[src/rtl/aes_round_iter.sv]
// aes_round_iter: iterative AES encryption round sequencer around an external round transform.
// Define ROUND_ITER_ABORT_EN to add abort_i, which cancels an operation in flight.
module aes_round_iter_lane #(
  parameter int VEC_W = 32
) (
  input  logic [1:0]       sel,
  input  logic [VEC_W-1:0] blk,
  input  logic [VEC_W-1:0] mc,
  input  logic [VEC_W-1:0] sr,
  input  logic [VEC_W-1:0] rk,
  output logic [VEC_W-1:0] q
);
  logic [VEC_W-1:0] src;

  always_comb begin
    src = blk;
    case (sel)
      2'd1:    src = mc;
      2'd2:    src = sr;
      default: src = blk;
    endcase
  end

  assign q = src ^ rk;
endmodule

module aes_round_iter #(
  parameter int NR = 10
) (
  input  logic         clk,
  input  logic         rst_n,
`ifdef ROUND_ITER_ABORT_EN
  input  logic         abort_i,
`endif
  input  logic         start_i,
  input  logic [127:0] block_i,
  output logic [3:0]   rk_idx_o,
  input  logic [127:0] rk_i,
  output logic         rtf_start_o,
  output logic [127:0] rtf_s_o,
  input  logic [127:0] rtf_sr_i,
  input  logic [127:0] rtf_mc_i,
  input  logic         rtf_done_i,
  output logic         busy_o,
  output logic [127:0] ct_o,
  output logic         done_o
);
  localparam int         NUM_LANES = 4;
  localparam int         VEC_W     = 32;
  localparam logic [3:0] NR_L      = 4'(NR);
  localparam logic [1:0] SRC_BLK   = 2'd0;
  localparam logic [1:0] SRC_MC    = 2'd1;
  localparam logic [1:0] SRC_SR    = 2'd2;

  typedef enum logic [1:0] {IDLE = 2'd0, KICK = 2'd1, WAIT = 2'd2} state_t;

  state_t       state;
  logic [127:0] st;
  logic [3:0]   rnd;
  logic         last;
  logic         abort_hit;
  logic [1:0]   src_sel;

  logic [NUM_LANES-1:0][VEC_W-1:0] blk_l, mc_l, sr_l, rk_l, nxt_l;
  logic [127:0]                    nxt;

`ifdef ROUND_ITER_ABORT_EN
  assign abort_hit = abort_i && (state != IDLE);
`else
  assign abort_hit = 1'b0;
`endif

  assign last = (rnd == NR_L);

  // One shared XOR datapath: block on accept, MixColumns mid-run, ShiftRows tap on the last round.
  always_comb begin
    src_sel = SRC_BLK;
    if (state == WAIT) src_sel = last ? SRC_SR : SRC_MC;
  end

  assign blk_l = block_i;
  assign mc_l  = rtf_mc_i;
  assign sr_l  = rtf_sr_i;
  assign rk_l  = rk_i;
  assign nxt   = nxt_l;

  generate
    for (genvar g = 0; g < NUM_LANES; g++) begin : g_lane
      aes_round_iter_lane #(.VEC_W(VEC_W)) u_lane (
        .sel (src_sel),
        .blk (blk_l[g]),
        .mc  (mc_l[g]),
        .sr  (sr_l[g]),
        .rk  (rk_l[g]),
        .q   (nxt_l[g])
      );
    end
  endgenerate

  assign rk_idx_o = (state == IDLE) ? 4'd0 : rnd;
  assign rtf_s_o  = st;

  always_ff @(posedge clk or negedge rst_n) begin
    if (!rst_n) begin
      state       <= IDLE;
      st          <= '0;
      rnd         <= '0;
      ct_o        <= '0;
      done_o      <= 1'b0;
      busy_o      <= 1'b0;
      rtf_start_o <= 1'b0;
    end else begin
      rtf_start_o <= 1'b0;
      done_o      <= 1'b0;
      if (abort_hit) begin
        state  <= IDLE;
        rnd    <= '0;
        busy_o <= 1'b0;
      end else begin
        case (state)
          IDLE: begin
            // busy_o stays up through the done_o cycle and drops with it unless restarted
            busy_o <= start_i;
            if (start_i) begin
              st          <= nxt;
              rnd         <= 4'd1;
              rtf_start_o <= 1'b1;
              state       <= KICK;
            end
          end
          KICK: state <= WAIT;
          WAIT: begin
            if (rtf_done_i) begin
              if (!last) begin
                st          <= nxt;
                rnd         <= rnd + 4'd1;
                rtf_start_o <= 1'b1;
                state       <= KICK;
              end else begin
                ct_o   <= nxt;
                done_o <= 1'b1;
                state  <= IDLE;
              end
            end
          end
          default: state <= IDLE;
        endcase
      end
    end
  end
endmodule

[config.mk]
export PLATFORM = sky130hd
export DESIGN_NAME = aes_round_iter
export DESIGN_NICKNAME = d
export VERILOG_FILES = /design/src/rtl/aes_round_iter.sv
export SDC_FILE = /design/constraint.sdc
export NUM_CORES = 1
export LEC_CHECK = 0
export CAP_MARGIN = 40
export CORE_AREA = 2 2 301 303
export DETAILED_ROUTE_END_ITERATION = 6
export DIE_AREA = 0 0 303 305
export PLACE_DENSITY = 0.46
export SYNTH_ARGS = -nofsm -noshare
export SYNTH_HDL_FRONTEND = slang
export SYNTH_HIERARCHICAL = 1
export SYNTH_SLANG_ARGS = --single-unit
export TNS_END_PERCENT = 5
[constraint.sdc]
create_clock -name clk -period 2.65 [get_ports clk]
set_clock_uncertainty 0.05 [all_clocks]
set_input_delay 0.795 -clock clk [delete_from_list [all_inputs] [get_ports clk]]
set_output_delay 0.795 -clock clk [all_outputs]
set_load 0.02 [all_outputs]
==> results.cfg, run 1 <==
[run_status]
run_status = finished, violations left
failed_checks = DRC

[clock_network]
cts_root_buffer = sky130_fd_sc_hd__clkbuf_16
cts_buffer_count = 34
cts_buffer_depth = 3
ctsHoldBuffers = 0
clk-insertion-delay-late_ns = 0.53
cts_max_level = 2
clk_transition_reported_paths_ns = 0.06
clkSinkCount = 265
tritoncts = yes

[yosys]
ys_top_cells_by_count = sky130_fd_sc_hd__dfrtp_1, sky130_fd_sc_hd__mux2_2, sky130_fd_sc_hd__nand2_1
postSynthNetCount = 1692
yosysSeqAreaShare_pct = 44.8
synth-edff-count = 0
synth_area_leaders = sky130_fd_sc_hd__dfrtp_1, sky130_fd_sc_hd__mux2_2, sky130_fd_sc_hd__a22oi_2
synth_top_flop_cell = sky130_fd_sc_hd__dfrtp_1
synth_most_common_cell = sky130_fd_sc_hd__dfrtp_1
post_synth_instance_area_mm2 = 0.0148
async_flop_share_pct = 100
netlist_instances = 1166
synth_warnings = 6
fraction_of_synthesized_cell_area_taken_by_the_top_area_cell_type_pct = 44.8
synth.lib_cells_used.distinct = 31
postSynthRegisterBits = 265
yosys.area.top_type = sky130_fd_sc_hd__dfrtp_1
syn_avg_cell_area_um2 = 12.7

[routing]
detailedRoute.firstIterationViolations = 608
via_per_inst = 3.90
routed-via-count = 12834
antenna_left = 0
route.detailed.wl_per_inst_um = 20.9
drt-total-wl_mm = 68.8
first_pass_iters = 7
route.detailed.drc = 30

[floorplan]
die_w_um = 303
dieHeight_um = 305
rows = 110
core_mm2 = 0.0893
full_die_area_mm2 = 0.0924
initial_core_util_pct = 16.6
ios = 779

[pwr]
cell_internal_power_dissipation_mw = 15.1
pwr-share-seq_pct = 24.6
portion_of_total_power_attributed_to_the_clock_network_pct = 18.2
netSwitchingFraction_pct = 38.8
share_comb_of_total_power_pct = 57.2
peakVddDrop_mv = 0.353
power.density_cell_area_mw_per_mm2 = 915
total_leakage_power_nw = 11.0
switching_pwr_mw = 9.55

[setup_path]
crit_path_cell_trace = inv_2 -> ha_4 -> and3b_2 -> nor2_2 -> buf_6 -> buf_6 -> ha_4 -> bufbuf_16 -> buf_4 -> a22oi_2 -> o21ai_2 -> xor2_2 -> mux2_2
worst-endpoint-arrival_ns = 2.98
critical_path_peak_fanout = 8
worstRegToRegCells = 13
worst_path_largest_cell_delay_ns = 0.40
crit_slowest_cell = sky130_fd_sc_hd__dfrtp_1
regToRegEndpoint = rtf_s_o[39]$_DFFE_PN0P_
reg2reg_from = rnd[0]$_DFFE_PN0P_
ff2ff_setup_slack_ns = 0.03
crit_type = flop to flop
cp-start-kind = flop
cp.required_ns = 3.01
timing.critical_path.to_type = flop

[sta]
min_period_ns = 2.62
tightest_slew_ns = 0.684
final.hold.worst_slack_ns = 0.187
fin_crit_sh_pct = 98.7
setup_viol = 0
timing_max_transition_violations_final = 0
max_freq_mhz = 382
timing.final.hold_violations = 0
grt_setup_unrepaired = true
timing.slew.headroom_pct = 54.4

[place]
routabilityCongestion = 0.871
hpwl_dp_mm = 54.2
placed_cell_area_mm2 = 0.0250
buffer_ports.inserted = 778

[global_routing]
grt_first_pass_wirelength_mm = 94.5
global_route_total_overflow = 0
grt_pass1_vias = 13761
grt_antenna_before_repair = 2
global_route.usage.total_pct = 13.9
grt_max_degree = 74

[worst_hold_path]
worst_hold_path_type = input port to async pin

[run]
maxCapViolations = 0

[cells_and_area]
fin_nets = 2616
regArea_mm2 = 0.00663
layout.filler_cells = 9129
syn2layout_area_growth_pct = 81.8
finish.instance_area_mm2 = 0.0269
multiInputGateArea_mm2 = 0.00775
layout.core_utilization_pct = 30.1
final_layout_size_suffix_gt1_share_pct = 35.6
## timing repair
action,4_1_cts,5_1_grt
buffers inserted,10,30
setup endpoints to repair,166,236
gates cloned,1,3
pin swaps,18,20
resized for setup,24,43
## power groups by stage
stage / sequential [mW] / combinational [mW] / clock [mW]
detailed placement: 6.13 / 13.5 / 0
global route: 6.25 / 14.9 / 4.85
finish: 6.06 / 14.1 / 4.48
global placement: 6.10 / 13.4 / 0
CTS: 6.08 / 13.9 / 4.69
floorplan: 7.61 / 5.23 / 0
## cell families after synthesis
logic type,share of synthesized area [%]
compound gates,18.4
flops,44.8
mux,19.5
simple gates,4.03
xor+xnor,7.58
buf+inv,4.82
fa+ha+maj,0.845
## sequential cells by signal (all words and copies together), names as in the netlist
name and flops:
rtf_start_o 1, ct_o 128, done_o 1, rtf_s_o 128
rnd 4, busy_o 1, state 2
## cell type report
class | instances | share of cell area (%)
antenna | 1 | 0.00930
tap | 1176 | 5.47
timing repair buffer | 968 | 36.9
sequential | 265 | 24.6
inverter | 13 | 0.181
clock inverter | 5 | 0.200
multi-input combinational | 808 | 28.8
clock buffer | 53 | 3.77
## metrics by stage
step | total power [mW] | worst slack [ns] | TNS [ns] | std cells
global route | 26.1 | -0.0423 | -0.542 | 3289
CTS | 24.7 | -0.124 | -1.06 | 3257
floorplan | 12.8 | 0.0904 | 0 | 1166
finish | 24.6 | 0.0347 | 0 | 3289
detailed placement | 19.7 | -0.226 | -4.24 | 3188
global placement | 19.5 | -0.230 | -8.67 | 3188
## critical path, delay by kind of cell (launching register included)
kind / cells / cell delay (ns)
AO/OA/AOI/OAI: 2 / 0.23
buffers and inverters: 5 / 0.77
multiplexers: 1 / 0.28
flip-flops: 1 / 0.40
AND/OR/NAND/NOR: 2 / 0.23
XOR/XNOR: 1 / 0.22
adder cells (fa/ha/maj): 2 / 0.31
## worst max path at each step
stage          slack [ns]  cells after the start                        to               start
5_1_grt             -0.04                     13   rtf_s_o[39]$_DFFE_PN0P_  rnd[0]$_DFFE_PN0P_
3_3_place_gp        -0.23                     12      ct_o[61]$_DFFE_PN0P_  rnd[0]$_DFFE_PN0P_
3_5_place_dp        -0.23                     11   rtf_s_o[61]$_DFFE_PN0P_  rnd[0]$_DFFE_PN0P_
2_1_floorplan        0.09                     12  rtf_s_o[100]$_DFFE_PN0P_  rnd[0]$_DFFE_PN0P_
6_report             0.03                     13   rtf_s_o[39]$_DFFE_PN0P_  rnd[0]$_DFFE_PN0P_
4_1_cts             -0.12                     14   rtf_s_o[39]$_DFFE_PN0P_  rnd[0]$_DFFE_PN0P_
## cells in the final DEF, fill, tap and decap left out, types with 3 or more instances in the layout
cell type	instances
sky130_fd_sc_hd__buf_8	3
sky130_fd_sc_hd__nand2_2	3
sky130_fd_sc_hd__ha_4	8
sky130_fd_sc_hd__o21ai_2	114
sky130_fd_sc_hd__clkinv_2	3
sky130_fd_sc_hd__buf_12	44
sky130_fd_sc_hd__clkbuf_8	7
sky130_fd_sc_hd__mux2_4	3
sky130_fd_sc_hd__clkbuf_16	38
sky130_fd_sc_hd__o21ai_0	10
sky130_fd_sc_hd__dfrtp_1	265
sky130_fd_sc_hd__a22oi_2	121
sky130_fd_sc_hd__mux2_1	20
sky130_fd_sc_hd__buf_4	127
sky130_fd_sc_hd__a22oi_1	7
sky130_fd_sc_hd__nand2_1	126
sky130_fd_sc_hd__clkbuf_1	11
sky130_fd_sc_hd__clkdlybuf4s50_1	772
sky130_fd_sc_hd__nor2_1	3
sky130_fd_sc_hd__buf_6	11
sky130_fd_sc_hd__nor2_2	3
sky130_fd_sc_hd__xor2_1	114
sky130_fd_sc_hd__mux2_2	233
sky130_fd_sc_hd__inv_2	4
sky130_fd_sc_hd__dlygate4sd2_1	3
sky130_fd_sc_hd__o21ai_4	6
sky130_fd_sc_hd__inv_1	9
sky130_fd_sc_hd__xor2_2	14
## metal layers
metal  GRT usage [%]  vias to the layer above  share of wire (%)
met2            24.9                      431                 51
li1                -                     6020                  -
met3            3.84                       84                6.9
met5               0                        -              0.012
met1            16.0                     6297                 39
met4            4.09                        2                2.6
No activity file was read; power rests on OpenSTA's default activity.
==> run 2: changes to the inputs <==
- RECOVER_POWER: default -> 25
==> run 2 against run 1 <==
Effect of this change:
- the run ends with DRC, capacitance limit, slew limit left
- sequential power about the same
- register-to-register slack about the same
- critical path depth increased by 1
- non-clock buffer count unchanged
- combinational power about the same
- via count about the same
- critical path type unchanged
==> results.cfg, run 2 (synthesis gave the netlist of run 1 again) <==
[cells_and_area]
layout_common_cells = sky130_fd_sc_hd__clkdlybuf4s50_1, sky130_fd_sc_hd__dfrtp_1, sky130_fd_sc_hd__mux2_2
fin_nets = 2616
final_layout_size_suffix_gt1_share_pct = 35.5
layout.core_utilization_pct = 30.1
syn2layout_area_growth_pct = 81.5
mostFrequentLayoutCell = sky130_fd_sc_hd__clkdlybuf4s50_1

[global_routing]
global_route_total_overflow = 0
grt-busiest-layer = met2
met1_usage_pct = 16.0
grt_antenna_before_repair = 2
globalRouteMet3Util_pct = 3.84
grt_pass1_vias = 13761
global_route.usage.total_pct = 13.9
grt.met2_usage_pct = 24.9
grt_first_pass_wirelength_mm = 94.5
grt_max_degree = 74

[routing]
routed-via-count = 12833
drt-total-wl_mm = 68.8
via_per_inst = 3.90
route.detailed.wl_per_inst_um = 20.9
route.detailed.drc = 30
first_pass_iters = 7
detailedRoute.firstIterationViolations = 602
antenna_left = 0

[pwr]
design_power_total_mw = 24.6
power.density_cell_area_mw_per_mm2 = 916
share_comb_of_total_power_pct = 57.1
peakVddDrop_mv = 0.353
switching_pwr_mw = 9.55
portion_of_total_power_attributed_to_the_clock_network_pct = 18.2
cell_internal_power_dissipation_mw = 15.1
pwr-share-seq_pct = 24.7
netSwitchingFraction_pct = 38.8
total_leakage_power_nw = 11.0

[clock_network]
cts_root_buffer = sky130_fd_sc_hd__clkbuf_16
clk_transition_reported_paths_ns = 0.06
clk-insertion-delay-late_ns = 0.53
tritoncts = yes
cts_max_level = 2
clkSinkCount = 265
cts_buffer_count = 34
cts_buffer_depth = 3

[worst_hold_path]
worst_hold_path_type = flop to flop
holdCritStartpoint = rtf_s_o[111]$_DFFE_PN0P_
hold_path_depth = 1
worst_hold_path.endpoint = rtf_s_o[111]$_DFFE_PN0P_

[place]
hpwl_dp_mm = 54.2
routabilityCongestion = 0.871
buffer_ports.inserted = 778
detailedPlace.worstSlack_ns = -0.226

[setup_path]
crit_path_cell_trace = inv_2 -> ha_4 -> and3b_2 -> nor2_2 -> buf_6 -> buf_6 -> ha_4 -> buf_12 -> buf_12 -> buf_6 -> a22oi_2 -> o21ai_2 -> xor2_2 -> mux2_4
timing.critical_path.to_type = flop
ff2ff_setup_slack_ns = 0.04
critical-path-top-cell-by-count = sky130_fd_sc_hd__buf_6
worstRegToRegCells = 14
critical_path_peak_fanout = 8
reg2reg_from = rnd[0]$_DFFE_PN0P_
regToRegEndpoint = rtf_s_o[41]$_DFFE_PN0P_
worst_path_dominant_cell_family = buffers and inverters
crit_slowest_cell = sky130_fd_sc_hd__dfrtp_1
critical_path.n_buffers_inverters = 6
cp-start-kind = flop
cp.required_ns = 3.02
worst-endpoint-arrival_ns = 2.98
crit_type = flop to flop
worst_path_largest_cell_delay_ns = 0.40

[run]
maxCapViolations = 1

[floorplan]
core_mm2 = 0.0893
initial_core_util_pct = 16.6
ios = 779
rows = 110
dieHeight_um = 305
full_die_area_mm2 = 0.0924
die_w_um = 303

[sta]
timing_max_transition_violations_final = 73
finalSetupTns_ns = 0
timing.final.ws_setup_ns = 0.0352
setup_viol = 0
final.hold.worst_slack_ns = 0.435
tightest_slew_ns = 1.93
timing.slew.headroom_pct = -28.9
fin_crit_sh_pct = 98.7
grt_setup_unrepaired = true
timing.final.hold_violations = 0
min_period_ns = 2.61
max_freq_mhz = 382

[run_status]
run_status = finished, violations left
failed_checks = DRC, capacitance limit, slew limit
-- run 2: metrics by stage --
stage / std cells / instance area [um2]
after floorplan: 1166 / 14800
after global placement: 3188 / 25000
after detailed placement: 3188 / 25000
after CTS: 3257 / 26300
after global routing: 3289 / 26900
final: 3289 / 26900
-- run 2: worst max path at each step --
stage,start,to,slack (ns),cells past startpoint
after detailed placement,rnd[0]$_DFFE_PN0P_,rtf_s_o[61]$_DFFE_PN0P_,-0.23,11
after floorplan,rnd[0]$_DFFE_PN0P_,rtf_s_o[100]$_DFFE_PN0P_,0.09,12
after global placement,rnd[0]$_DFFE_PN0P_,ct_o[61]$_DFFE_PN0P_,-0.23,12
final,rnd[0]$_DFFE_PN0P_,rtf_s_o[41]$_DFFE_PN0P_,0.04,14
after global routing,rnd[0]$_DFFE_PN0P_,rtf_s_o[39]$_DFFE_PN0P_,-0.04,13
after CTS,rnd[0]$_DFFE_PN0P_,rtf_s_o[39]$_DFFE_PN0P_,-0.12,14
-- run 2: layout make-up --
| cell class | count | area [um2] |
|---|---|---|
| Clock buffer | 53 | 1010 |
| Inverter | 13 | 48.8 |
| Tap cell | 1176 | 1470 |
| Multi-Input combinational cell | 808 | 7750 |
| Fill cell | 9140 | 62500 |
| Timing Repair Buffer | 968 | 9900 |
| Sequential cell | 265 | 6630 |
| Antenna cell | 1 | 2.50 |
| Clock inverter | 5 | 53.8 |
-- run 2: per-layer routing --
metal / vias up / share of wire [%]
met2: 428 / 51
li1: 6020 / -
met5: - / 0.012
met1: 6299 / 39
met3: 84 / 7.0
met4: 2 / 2.6
-- run 2: timing repair --
item,in CTS,in global routing
setup endpoints to repair,166,236
resized for setup,24,43
cloned,1,3
pin swaps,18,20
hold buffers,0,0
setup buffers,10,30
-- run 2: worst register-to-register path: stages, from the launching register on --
cell and delay [ns]:
sky130_fd_sc_hd__dfrtp_1 0.40, sky130_fd_sc_hd__inv_2 0.09, sky130_fd_sc_hd__ha_4 0.13, sky130_fd_sc_hd__and3b_2 0.19
sky130_fd_sc_hd__nor2_2 0.04, sky130_fd_sc_hd__buf_6 0.15, sky130_fd_sc_hd__buf_6 0.12, sky130_fd_sc_hd__ha_4 0.18
sky130_fd_sc_hd__buf_12 0.16, sky130_fd_sc_hd__buf_12 0.14, sky130_fd_sc_hd__buf_6 0.13, sky130_fd_sc_hd__a22oi_2 0.19
sky130_fd_sc_hd__o21ai_2 0.11, sky130_fd_sc_hd__xor2_2 0.16, sky130_fd_sc_hd__mux2_4 0.27
-- run 2: power groups by stage --
stage / combinational (mW) / clock, mW / sequential [mW]
floorplan: 5.23 / 0 / 7.61
global placement: 13.4 / 0 / 6.10
detailed placement: 13.5 / 0 / 6.13
CTS: 13.9 / 4.69 / 6.08
global route: 14.9 / 4.85 / 6.25
finish: 14.1 / 4.48 / 6.06
==> run 3: changes to the inputs <==
- DONT_BUFFER_PORTS: default -> 1
- PLACE_DENSITY: 0.46 -> 0.34
==> run 3 against run 2 <==
Effect of this change:
- hold slack worse by 0.53 ns
- critical path type unchanged
- sequential cell count stayed put
- register-to-register slack hardly changed
- final area is 31% lower
- die area stayed put
- first-iteration DRC count is 4.2% lower
- via count is 23% lower
- routed wire length is 13% lower
- clock-buffer cell count is 8 lower
- sequential power is 35% higher
- the run ends with DRC, hold timing left
- combinational power is 46% lower
- sequential share of layout area is 11 points higher
==> results.cfg, run 3 (synthesis gave the netlist of run 1 again) <==
[routing]
route.detailed.drc = 29
via_per_inst = 4.01
detailedRoute.firstIterationViolations = 577
first_pass_iters = 6
route.detailed.wl_per_inst_um = 24.5
routed-via-count = 9821
antenna_left = 0
drt-total-wl_mm = 59.9

[sta]
setup_viol = 0
timing.slew.headroom_pct = 56.3
timing.final.ws_setup_ns = 0.0411
fin_crit_sh_pct = 98.4
grt_setup_unrepaired = true
max_freq_mhz = 383
timing_max_transition_violations_final = 0
final.hold.worst_slack_ns = -0.0960
min_period_ns = 2.61
tightest_slew_ns = 0.652
timing.final.hold_violations = 138

[clock_network]
clk-insertion-delay-late_ns = 0.55
cts_buffer_count = 36
cts_buffer_depth = 3
cts_root_buffer = sky130_fd_sc_hd__clkbuf_16
tritoncts = yes
clkSinkCount = 265
cts_max_level = 2
clk_transition_reported_paths_ns = 0.06

[cells_and_area]
syn2layout_area_growth_pct = 26.0
layout_common_cells = sky130_fd_sc_hd__dfrtp_1, sky130_fd_sc_hd__mux2_2, sky130_fd_sc_hd__nand2_1
final_layout_size_suffix_gt1_share_pct = 53.6
antenna-diode-count = 0
mostFrequentLayoutCell = sky130_fd_sc_hd__dfrtp_1
fin_nets = 1771
layout.filler_cells = 9656

[floorplan]
dieHeight_um = 305
core_mm2 = 0.0893
ios = 779
full_die_area_mm2 = 0.0924
initial_core_util_pct = 16.6
die_w_um = 303
rows = 110

[worst_hold_path]
worst_hold_path_type = input port to async pin

[pwr]
power.density_cell_area_mw_per_mm2 = 1150
total_leakage_power_nw = 7.72
pwr-share-seq_pct = 38.4
share_comb_of_total_power_pct = 35.9
cell_internal_power_dissipation_mw = 12.6
netSwitchingFraction_pct = 41.1
peakVddDrop_mv = 0.471
switching_pwr_mw = 8.78
portion_of_total_power_attributed_to_the_clock_network_pct = 25.7

[setup_path]
crit_type = flop to flop
regToRegEndpoint = rtf_s_o[28]$_DFFE_PN0P_
worstRegToRegCells = 12
timing.critical_path.to_type = flop
cp.required_ns = 3.02
ff2ff_setup_slack_ns = 0.04
critical_path_peak_fanout = 30
reg2reg_from = rnd[0]$_DFFE_PN0P_
cp-start-kind = flop
worst-endpoint-arrival_ns = 2.98

[run_status]
failed_checks = DRC, hold timing
run_status = finished, violations left

[global_routing]
global_route_total_overflow = 0
grt_pass1_vias = 10389
grt_max_degree = 266
global_route.usage.total_pct = 12.1
grt_first_pass_wirelength_mm = 80.1
grt_antenna_before_repair = 2

[place]
detailedPlace.worstSlack_ns = -0.157
hpwl_dp_mm = 45.4
routabilityCongestion = 0.885
buffer_ports.inserted = 0

[run]
maxCapViolations = 0
==> run 3: cell types whose count changed in the layout (fill, tap and decap cells not counted), sizes merged <==
| cell | before | now |
|---|---|---|
| clkdlybuf4s15 | 1 | 0 |
| dlygate4sd2 | 3 | 0 |
| bufbuf | 1 | 0 |
| buf | 177 | 117 |
| dlymetal6s2s | 1 | 0 |
| clkinv | 3 | 8 |
| dlygate4sd3 | 1 | 0 |
| diode | 1 | 0 |
| bufinv | 1 | 10 |
| clkdlybuf4s50 | 771 | 0 |
| clkbuf | 66 | 49 |
==> run 3: metal layers <==
metal	share of wire, %	up-vias	GRT usage, %	wire length, um
met5	0.020	-	0	12
met3	9.9	72	4.81	5940
met2	51	423	21.0	30600
met1	37	4985	13.4	22100
met4	2.2	2	3.51	1300
li1	-	4339	-	-
==> run 3: cell type report <==
cell class                      count  area [um2]  area share [%]
Sequential cell                   265        6630            35.6
Multi-Input combinational cell    808        7660            41.1
Tap cell                         1176        1470            7.89
Timing Repair Buffer              121        1510            8.10
Clock buffer                       45         945            5.07
Clock inverter                     19         375            2.01
Inverter                           13        48.8           0.262
==> run 3: how the worst max path moves through the flow <==
stage | depth (start not counted) | endpoint | start
3_5_place_dp | 11 | ct_o[45]$_DFFE_PN0P_ | rnd[0]$_DFFE_PN0P_
2_1_floorplan | 12 | rtf_s_o[100]$_DFFE_PN0P_ | rnd[0]$_DFFE_PN0P_
6_report | 12 | rtf_s_o[28]$_DFFE_PN0P_ | rnd[0]$_DFFE_PN0P_
4_1_cts | 12 | rtf_s_o[98]$_DFFE_PN0P_ | rnd[0]$_DFFE_PN0P_
3_3_place_gp | 11 | ct_o[45]$_DFFE_PN0P_ | rnd[0]$_DFFE_PN0P_
5_1_grt | 13 | rtf_s_o[9]$_DFFE_PN0P_ | rnd[0]$_DFFE_PN0P_
==> run 3: timing repair <==
item                                   CTS  global route
endpoints found under the hold margin  265           265
resized for setup                        8            29
buffers inserted                         8            12
pin swaps                                6             9
setup endpoints to repair              163           239
cloned                                   1             4
==> run 3: through the flow <==
step / total power, mW / area, um2 / cells / util, % / setup TNS [ns]
3_3_place_gp: 15.7 / 16700 / 2358 / 18.7 / -4.00
2_1_floorplan: 12.8 / 14800 / 1166 / - / 0
6_report: 21.4 / 18600 / 2447 / 20.9 / 0
3_5_place_dp: 15.7 / 16700 / 2358 / 18.7 / -3.22
5_1_grt: 22.7 / 18600 / 2447 / 20.9 / -0.214
4_1_cts: 21.6 / 18300 / 2431 / 20.5 / -0.324
==> run 3: worst max-delay path, cell delays in order (launching register included) <==
cell and delay (ns):
sky130_fd_sc_hd__dfrtp_1 0.36, sky130_fd_sc_hd__inv_2 0.06, sky130_fd_sc_hd__ha_4 0.15, sky130_fd_sc_hd__and3b_2 0.23, sky130_fd_sc_hd__nor2_4 0.12, sky130_fd_sc_hd__buf_6 0.17, sky130_fd_sc_hd__inv_1 0.08, sky130_fd_sc_hd__ha_4 0.17
sky130_fd_sc_hd__buf_12 0.16, sky130_fd_sc_hd__a22oi_2 0.31, sky130_fd_sc_hd__o21ai_2 0.12, sky130_fd_sc_hd__xor2_2 0.17, sky130_fd_sc_hd__mux2_2 0.28
==> run 3: power by group through the flow <==
stage	clock, mW	sequential [mW]	combinational, mW
after floorplan	0	7.61	5.23
after global placement	0	8.38	7.29
after detailed placement	0	8.35	7.38
after CTS	5.75	8.29	7.52
after global routing	5.90	8.37	8.41
final	5.50	8.21	7.68
